### config.mk
export PLATFORM = sky130hd
export DESIGN_NAME = epw_tagged_alu
export DESIGN_NICKNAME = d
export VERILOG_FILES = /design/src/rtl/epw_tagged_alu_pkg.sv /design/src/rtl/epw_tag_slot.sv /design/src/rtl/epw_tagged_alu.sv
export SDC_FILE = /design/constraint.sdc
export NUM_CORES = 1
export LEC_CHECK = 0
export ABC_AREA = 1
export BUFFER_PORTS_ARGS = -buffer_cell sky130_fd_sc_hd__buf_4
export CAP_MARGIN = 0
export CORE_MARGIN = 10
export CORE_UTILIZATION = 58
export CTS_CLUSTER_DIAMETER = 60
export CTS_CLUSTER_SIZE = 28
export DETAILED_ROUTE_END_ITERATION = 6
export PLACE_DENSITY = 0.81
export SETUP_SLACK_MARGIN = 0.5
export SYNTH_ARGS = -nofsm -noshare
export SYNTH_HDL_FRONTEND = slang
export SYNTH_SLANG_ARGS = --single-unit
### constraint.sdc
create_clock -name clk -period 3.9 [get_ports clk]
set_input_delay 0.78 -clock clk [delete_from_list [all_inputs] [get_ports clk]]
set_output_delay 0.78 -clock clk [all_outputs]
set_load 0.005 [all_outputs]
### src/rtl/epw_tagged_alu_pkg.sv
// Shared definitions for the tagged ALU engine: opcode encoding,
// default latencies and the opcode-to-latency mapping.
package epw_tagged_alu_pkg;

    typedef enum logic [2:0] {
        OP_ADD     = 3'd0,
        OP_SUB     = 3'd1,
        OP_MUL     = 3'd2,
        OP_AND     = 3'd3,
        OP_OR      = 3'd4,
        OP_XOR     = 3'd5,
        OP_SHL     = 3'd6,
        OP_ILLEGAL = 3'd7
    } op_e;

    localparam int LAT_ALU_DEF = 2;
    localparam int LAT_MUL_DEF = 4;

    // Cycles from beat-1 accept to first valid for a given opcode.
    function automatic int lat_of(input op_e op, input int lat_alu, input int lat_mul);
        return (op == OP_MUL) ? lat_mul : lat_alu;
    endfunction

endpackage

### src/rtl/epw_tag_slot.sv
// One result slot: holds busy flag, latency countdown and stored result.
// Exposes its next-cycle busy/pending/result so the output register can
// pick a result on the same edge that makes it pending.
module epw_tag_slot #(
    parameter int RESULT_W = 16,
    parameter int CNT_W    = 3
) (
    input  logic                clk,
    input  logic                reset,
    input  logic                load,
    input  logic [CNT_W-1:0]    load_cnt,
    input  logic [RESULT_W-1:0] load_res,
    input  logic                retire,
    output logic                busy,
    output logic                nxt_busy,
    output logic                nxt_pend,
    output logic [RESULT_W-1:0] nxt_res
);

    logic [CNT_W-1:0]    cnt;
    logic [RESULT_W-1:0] res;

    // Load on issue, count down toward pending, free on retire.
    always_ff @(posedge clk or negedge reset) begin
        if (!reset) begin
            busy <= 1'b0;
            cnt  <= '0;
            res  <= '0;
        end else if (load) begin
            busy <= 1'b1;
            cnt  <= load_cnt;
            res  <= load_res;
        end else begin
            if (retire)
                busy <= 1'b0;
            if (busy && cnt != '0)
                cnt <= cnt - 1'b1;
        end
    end

    // Pending means counter at zero; look one edge ahead so a result with
    // latency L reaches the registered output L cycles after issue.
    assign nxt_busy = load | (busy & ~retire);
    assign nxt_pend = load ? (load_cnt == '0) : (busy & ~retire & (cnt <= CNT_W'(1)));
    assign nxt_res  = load ? load_res : res;

endmodule

### src/rtl/epw_tagged_alu.sv
// Tagged multi-outstanding ALU: two-beat input FSM, ALU datapath,
// NUM_TAGS result slots and a lowest-tag-first registered output stage.
module epw_tagged_alu
    import epw_tagged_alu_pkg::*;
#(
    parameter int DATA_W  = 8,
    parameter int TAG_W   = 2,
    parameter int OP_W    = 3,
    parameter int LAT_ALU = LAT_ALU_DEF,
    parameter int LAT_MUL = LAT_MUL_DEF
) (
    input  logic                clk,
    input  logic                reset,
    input  logic                in_valid,
    output logic                ready,
    input  logic [OP_W-1:0]     op,
    input  logic [TAG_W-1:0]    tag,
    input  logic [DATA_W-1:0]   data,
    output logic                valid,
    input  logic                out_ready,
    output logic [2*DATA_W-1:0] result,
    output logic [TAG_W-1:0]    rtag,
    output logic                error
);

    localparam int RESULT_W = 2 * DATA_W;
    localparam int NUM_TAGS = 2 ** TAG_W;
    localparam int CNT_W    = $clog2(LAT_MUL + 1);
    localparam int SH_W     = $clog2(DATA_W) + 1;

    typedef enum logic {IDLE, OPND_B} state_e;

    state_e                             state, state_nxt;
    logic [OP_W-1:0]                    op_q;
    logic [TAG_W-1:0]                   tag_q;
    logic [DATA_W-1:0]                  a_q;
    logic                               accept, issue, drop, op_illegal;
    logic [RESULT_W-1:0]                a_x, b_x, alu_res;
    logic [CNT_W-1:0]                   alu_cnt;
    logic [NUM_TAGS-1:0]                load, retire, busy, nxt_busy, nxt_pend;
    logic [NUM_TAGS-1:0][RESULT_W-1:0]  nxt_res;
    logic                               sel_found;
    logic [TAG_W-1:0]                   sel_idx;

    assign accept     = in_valid & ready;
    assign issue      = accept & (state == OPND_B);
    assign op_illegal = (op_q >= OP_W'(OP_ILLEGAL));
    // Busy is the pre-edge value, so a slot retiring this cycle still collides.
    assign drop       = issue & (busy[tag_q] | op_illegal);

    // ALU datapath on the captured A and the live beat-1 B operand.
    always_comb begin
        a_x     = RESULT_W'(a_q);
        b_x     = RESULT_W'(data);
        alu_res = '0;
        case (op_e'(op_q[2:0]))
            OP_ADD:  alu_res = a_x + b_x;
            OP_SUB:  alu_res = a_x - b_x;
            OP_MUL:  alu_res = a_x * b_x;
            OP_AND:  alu_res = a_x & b_x;
            OP_OR:   alu_res = a_x | b_x;
            OP_XOR:  alu_res = a_x ^ b_x;
            OP_SHL:  alu_res = a_x << data[SH_W-1:0];
            default: alu_res = '0;
        endcase
        alu_cnt = CNT_W'(lat_of(op_e'(op_q[2:0]), LAT_ALU, LAT_MUL) - 1);
    end

    for (genvar i = 0; i < NUM_TAGS; i++) begin : g_slot
        assign load[i]   = issue & ~drop & (tag_q == TAG_W'(i));
        assign retire[i] = valid & out_ready & (rtag == TAG_W'(i));

        epw_tag_slot #(
            .RESULT_W (RESULT_W),
            .CNT_W    (CNT_W)
        ) u_slot (
            .clk      (clk),
            .reset    (reset),
            .load     (load[i]),
            .load_cnt (alu_cnt),
            .load_res (alu_res),
            .retire   (retire[i]),
            .busy     (busy[i]),
            .nxt_busy (nxt_busy[i]),
            .nxt_pend (nxt_pend[i]),
            .nxt_res  (nxt_res[i])
        );
    end

    // Lowest-index slot that will be pending after this edge.
    always_comb begin
        sel_found = 1'b0;
        sel_idx   = '0;
        for (int i = NUM_TAGS - 1; i >= 0; i--) begin
            if (nxt_pend[i]) begin
                sel_found = 1'b1;
                sel_idx   = TAG_W'(i);
            end
        end
    end

    // Input FSM next state: beat 0 then beat 1, each on a handshake.
    always_comb begin
        state_nxt = state;
        case (state)
            IDLE:    if (accept) state_nxt = OPND_B;
            OPND_B:  if (accept) state_nxt = IDLE;
            default: state_nxt = IDLE;
        endcase
    end

    // Input FSM registers: beat-0 capture, registered ready and error pulse.
    always_ff @(posedge clk or negedge reset) begin
        if (!reset) begin
            state <= IDLE;
            op_q  <= '0;
            tag_q <= '0;
            a_q   <= '0;
            ready <= 1'b0;
            error <= 1'b0;
        end else begin
            state <= state_nxt;
            error <= drop;
            ready <= (state_nxt == OPND_B) | ~(&nxt_busy);
            if (state == IDLE && accept) begin
                op_q  <= op;
                tag_q <= tag;
                a_q   <= data;
            end
        end
    end

    // Output register: hold the presented slot until handshake, then reload.
    always_ff @(posedge clk or negedge reset) begin
        if (!reset) begin
            valid  <= 1'b0;
            result <= '0;
            rtag   <= '0;
        end else if (!valid || out_ready) begin
            valid <= sel_found;
            if (sel_found) begin
                result <= nxt_res[sel_idx];
                rtag   <= sel_idx;
            end
        end
    end

endmodule

; ---- Word level (Yosys, flattened, before mapping)
; Index checks and enable logic that the tools add are counted.
[op_classes]
n_addsub = 7
multipliers = 1
order_cmp = 7
eq_ne = 12
shifts = 1
n_mux = 41
n_bitwise = 37
n_reduce_logical = 25
[op_table]
columns = op, count
row1 = $pmux W16 S7, 1
row2 = $mux W16, 5
row3 = $bmux W16 S2, 1
row4 = $mux W3, 9
row5 = $and A1 B1 Y1, 21
row6 = $mux W1, 19
row7 = $mul A8 B8 Y16, 1
row8 = $reduce_bool A2 Y1, 8
row9 = $shl A8 B4 Y16, 1
row10 = $sub A3 B1 Y3 const B, 5
row11 = $le A3 B1 Y1 const B, 4
row12 = $reduce_bool A3 Y1, 4
row13 = $add A8 B8 Y9, 1
row14 = $eq A3 B3 Y1 const B, 3
row15 = $sub A8 B8 Y9, 1
row16 = $and A8 B8 Y8, 1
row17 = $eq A2 B2 Y1 const B, 4
row18 = $mux W2, 4
row19 = $or A8 B8 Y8, 1
row20 = $xor A8 B8 Y8, 1
row21 = $not A1 Y1, 7
row22 = $eq A3 B2 Y1 const B, 2
row23 = $logic_not A3 Y1, 2
row24 = $lt A2 B3 Y1 const B, 2
row25 = 12 further kinds, 23
[word_totals]
ff_bits = 115
word_cells = 152

; ---- Longest topological paths before layout
[logic_depth]
ltp_word = 14
ltp_mapped = 27

; ---- Cells and area by module
; A second synthesis with hierarchy kept.
[unflattened]
cells_unflattened = 1422
area_unflattened_um2 = 9705.6
[by_module_without_submodules]
columns = module, instances, cells_per_inst, area_each_um2, seq_area_each_um2
row1 = epw_tagged_alu, 1, 986, 6147.1, 875.8
row2 = epw_tag_slot, 4, 109, 889.6, 500.5

; ---- Least setup slack after synthesis
; Ideal clock, no wire load.
[synth_path]
path_kind = input to register
start = in data[3]
end = reg result[12]
arrival_time_ns = 4.669
required_ns = 3.783
setup_slack_ns = -0.885
cell_stages = 25
path_buffers = 2
cell_sequence = buf_2 buf_1 nand2_1 fa_1 fa_1 inv_1 fa_1 inv_1 fa_1 inv_1 ha_1 nand2_1 nand2_1 inv_1 nand2_1 nand2_1 nand4_1 nand3_1 nand3_1 nand3_1 nand2_1 nand2_1 nand2_1 nand2_1 nand2_1
[synth_via]
elab_chain_cells = 5
word_cells_on_any_way = 10
classes_between = add/sub (1) / mul (1) / shift (1) / mux (7)
[synth_lines]
columns = item, line
row1 = from (decl), epw_tagged_alu.sv:18  ; input logic [DATA_W-1:0] data,
row2 = $mul A8 B8 Y16 (tied with other cells), epw_tagged_alu.sv:59  ; OP_MUL: alu_res = a_x * b_x;
row3 = $pmux W16 S7 *, epw_tagged_alu.sv:56  ; case (op_e'(op_q[2:0]))
row4 = "$mux W16, on equally long branches", --
row5 = $bmux W16 S2 *, epw_tagged_alu.sv:142  ; result <= nxt_res[sel_idx];
row6 = $mux W16 (not written as such) *, epw_tagged_alu.sv:142
row7 = to (signal assigned), epw_tagged_alu.sv:142
row8 = to (decl), epw_tagged_alu.sv:21  ; output logic [2*DATA_W-1:0] result,
; Every way passes the cells marked *; elsewhere a longest branch is shown, timed or not. The select of a mux whose other input is x is not followed.
; A chain may end at the register's enable or synchronous reset.

; ---- Worst setup path in the final report
[layout_path]
start = in data[7]
end = reg result[8]
[layout_via]
elab_chain_cells = 5
word_cells_on_any_way = 10
classes_between = add/sub (2) / mul (1) / mux (7)
[layout_lines]
columns = item, line
row1 = $mul A8 B8 Y16 (tied with other cells), epw_tagged_alu.sv:59
row2 = $pmux W16 S7 *, epw_tagged_alu.sv:56
row3 = "$mux W16, on equally long branches", --
row4 = $bmux W16 S2 *, epw_tagged_alu.sv:142
row5 = $mux W16 (not written as such) *, epw_tagged_alu.sv:142
; Marked as above.

==> run metrics <==
violated checks negative setup slack; first drt pass iteration count 7; Achievable Freq 0.228 GHz; outcome finished with violations; area growth from synthesis to layout 25.5%; IO Count 38; post-synth top area share 29.2%; clock-pin slew on the worst setup and hold paths 0.06 ns; Synthesized Nets 1507; initial antenna violation count 0; Core ar. 0.0166 mm2; CTS tree built; CTS max path bufs 2; RD Place Congestion 0.978; clock sink count 115; headroom to the max-slew limit 39.3%; minimum clock period 4.38 ns; CP endpoint kind flip-flop; Finish-stage setup viols 52; Seq cells post-synth 115; aggregate global routing overflow 0; largest net degree at the start of global routing 60; number of synthesized flops with an enable pin 0; Synth area leader dfrtp_1; vias in the first global route 9753; GRT Overall Usage 25.8%; fraction of registers with async set/reset 100%; worst skew pair latency 0.43 ns; top post-synthesis cells by area dfrtp_1 (29%), nand2_1 (17%), ha_1 (9.5%); Crit Path Max Fanout 5; count leader, synth nand2_1; sequential area share after synthesis 29.2%; Starting DRT DRC Count 895; DR vias/cell 5.68; Cells after Synth 1377; # diodes 0; row cnt 47; Final Cycle Share 112%; Syn Area/Cell 7.16 um2; WP data required 4.21 ns; CP arrival 4.70 ns; MaxCap Viol Count 0; Post-Syn Area 0.00986 mm2; Die X 150 um; Worst setup SP type primary input; most frequent cells after synthesis nand2_1 (439), inv_1 (210), nand3_1 (167), dfrtp_1 (115), ha_1 (75); Final ANT Viol Nets 0; endpoints failing hold 0; Hold Path Class in -> async; # port buffers 37; RSZ-0062 raised after global routing true; Fin Clk Skew 0.0112 ns; cts hold-fix bufs 0; Die ar. 0.0226 mm2; share of cells above drive strength 1 28.3%; # DRC 0; Max Transition Viols Final 0; worst slew pin tran 0.911 ns; Nets 1612; clock root buffer clkbuf_16; kind of critical path in -> reg; Die H 150 um; synth warn 0; setup ws final -0.483 ns; Routed Wire Length 29.7 mm; TritonCTS buffer count 17; Final Util 74.3%; synth unique cells 50; first-pass GRT wire length 46.9 mm; leading register cell type out of synthesis dfrtp_1; Initial Utilization 59.2%; CTS H-Tree Depth 4; via count 9739; WL/cell 17.3 um; Detailed Place HPWL 20.3 mm
[kinds of logic after synthesis]
family	synth area share, %
flip-flops	29.2
XOR/XNOR	0.356
AND/OR/NAND/NOR	35.4
AO/OA/AOI/OAI	5.85
buffers and inverters	11.9
adder cells (fa/ha/maj)	17.2
[worst max-delay path: stages]
cell and delay [ns]:
buf_8 0.11, nand2_4 0.06, fa_1 0.51, fa_1 0.56, inv_2 0.04, fa_1 0.49, inv_2 0.04, fa_1 0.56
inv_2 0.05, ha_4 0.30, buf_6 0.10, nand2_4 0.05, inv_2 0.06, nand2_2 0.06, nand2_2 0.05, nand2_1 0.06
nand3_1 0.08, nand4_1 0.21, nand2_1 0.15, nand3_1 0.08, nand3_1 0.12, nand2_1 0.06, nand2_1 0.05, nand2_1 0.05
[flip-flops by register name, summed over array words and instances (netlist names)]
name,count
error,1
a_q,8
result,16
valid,1
g_slot.u_slot.res,64
ready,1
g_slot.u_slot.busy,4
tag_q,2
g_slot.u_slot.cnt,12
rtag,2
state,1
op_q,3
[final timing paths]
check / startpoint / endpoint / slack, ns / depth (start not counted)
worst min-delay path: reset / a_q[5] / 0.43 / 1
worst max-delay path: data[7] / result[8] / -0.48 / 24
worst min register to register: g_slot[2].u_slot.res[8] / g_slot[2].u_slot.res[8] / 0.47 / 2
min in group clk: g_slot[2].u_slot.res[8] / g_slot[2].u_slot.res[8] / 0.47 / 2
max in group asynchronous: reset / g_slot[3].u_slot.res[1] / 2.71 / 2
worst max register to register: a_q[2] / result[14] / -0.47 / 25
[layer usage]
metal / wire length (um) / GRT usage, % / vias to the layer above / part of all wire [%]
met4: 1200 / 10.2 / 0 / 4.0
met1: 11700 / 31.2 / 4657 / 39
met5: 0 / 0 / - / 0
met2: 14400 / 42.8 / 460 / 49
li1: - / - / 4515 / -
met3: 2420 / 6.90 / 107 / 8.1
[cell usage in the layout (no fill, tap or decap), types with 5 or more instances in the layout]
cell       instances
clkbuf_16         17
nor2_2             6
inv_2             37
fa_1              34
or2_2             19
nor2_4             8
o21ai_2            5
dfrtp_2            7
nand3_1          126
nand4_1           23
and2_1            18
dfrtp_1          108
nand2_4            7
nand3_4           10
inv_1            185
nor2_1            42
ha_1              58
or2_1             13
a21oi_1           18
buf_6             16
buf_4            118
o21ai_0           36
nand2_1          369
ha_4              15
nand3_2           37
and2_4            13
nand3b_1           5
nand2_2           70
[cell type report]
type                    instances  area (um2)
clock buffers                  20         447
clock inverters                12         131
fillers                      1204        4270
inverters                     223         837
multi-input cells             984        6610
flip-flops and latches        115        2890
well taps                     220         275
repair buffers                141        1190
[stage by stage]
stage          cells  hold WS, ns  setup WS [ns]  TNS [ns]  area (um2)
6_report        1715        0.434         -0.483    -12.35       12400
5_1_grt         1715        0.481         -0.702    -20.85       12400
4_1_cts         1706        0.457         -0.407     -8.89       11900
3_5_place_dp    1665        0.459         -0.931    -36.82       10900
3_3_place_gp    1665        0.454         -0.845    -33.00       10900
2_1_floorplan   1377        0.439         -0.520    -16.72       10100
[timing repair]
| action | 4_1_cts | 5_1_grt |
|---|---|---|
| pin swaps | 38 | 37 |
| buffers inserted | 9 | 9 |
| resized for setup | 89 | 118 |
| endpoints found under the setup margin | 61 | 61 |
Power is not shown: default switching activity piles up to over one toggle a cycle in this logic, so the estimate is an artifact.
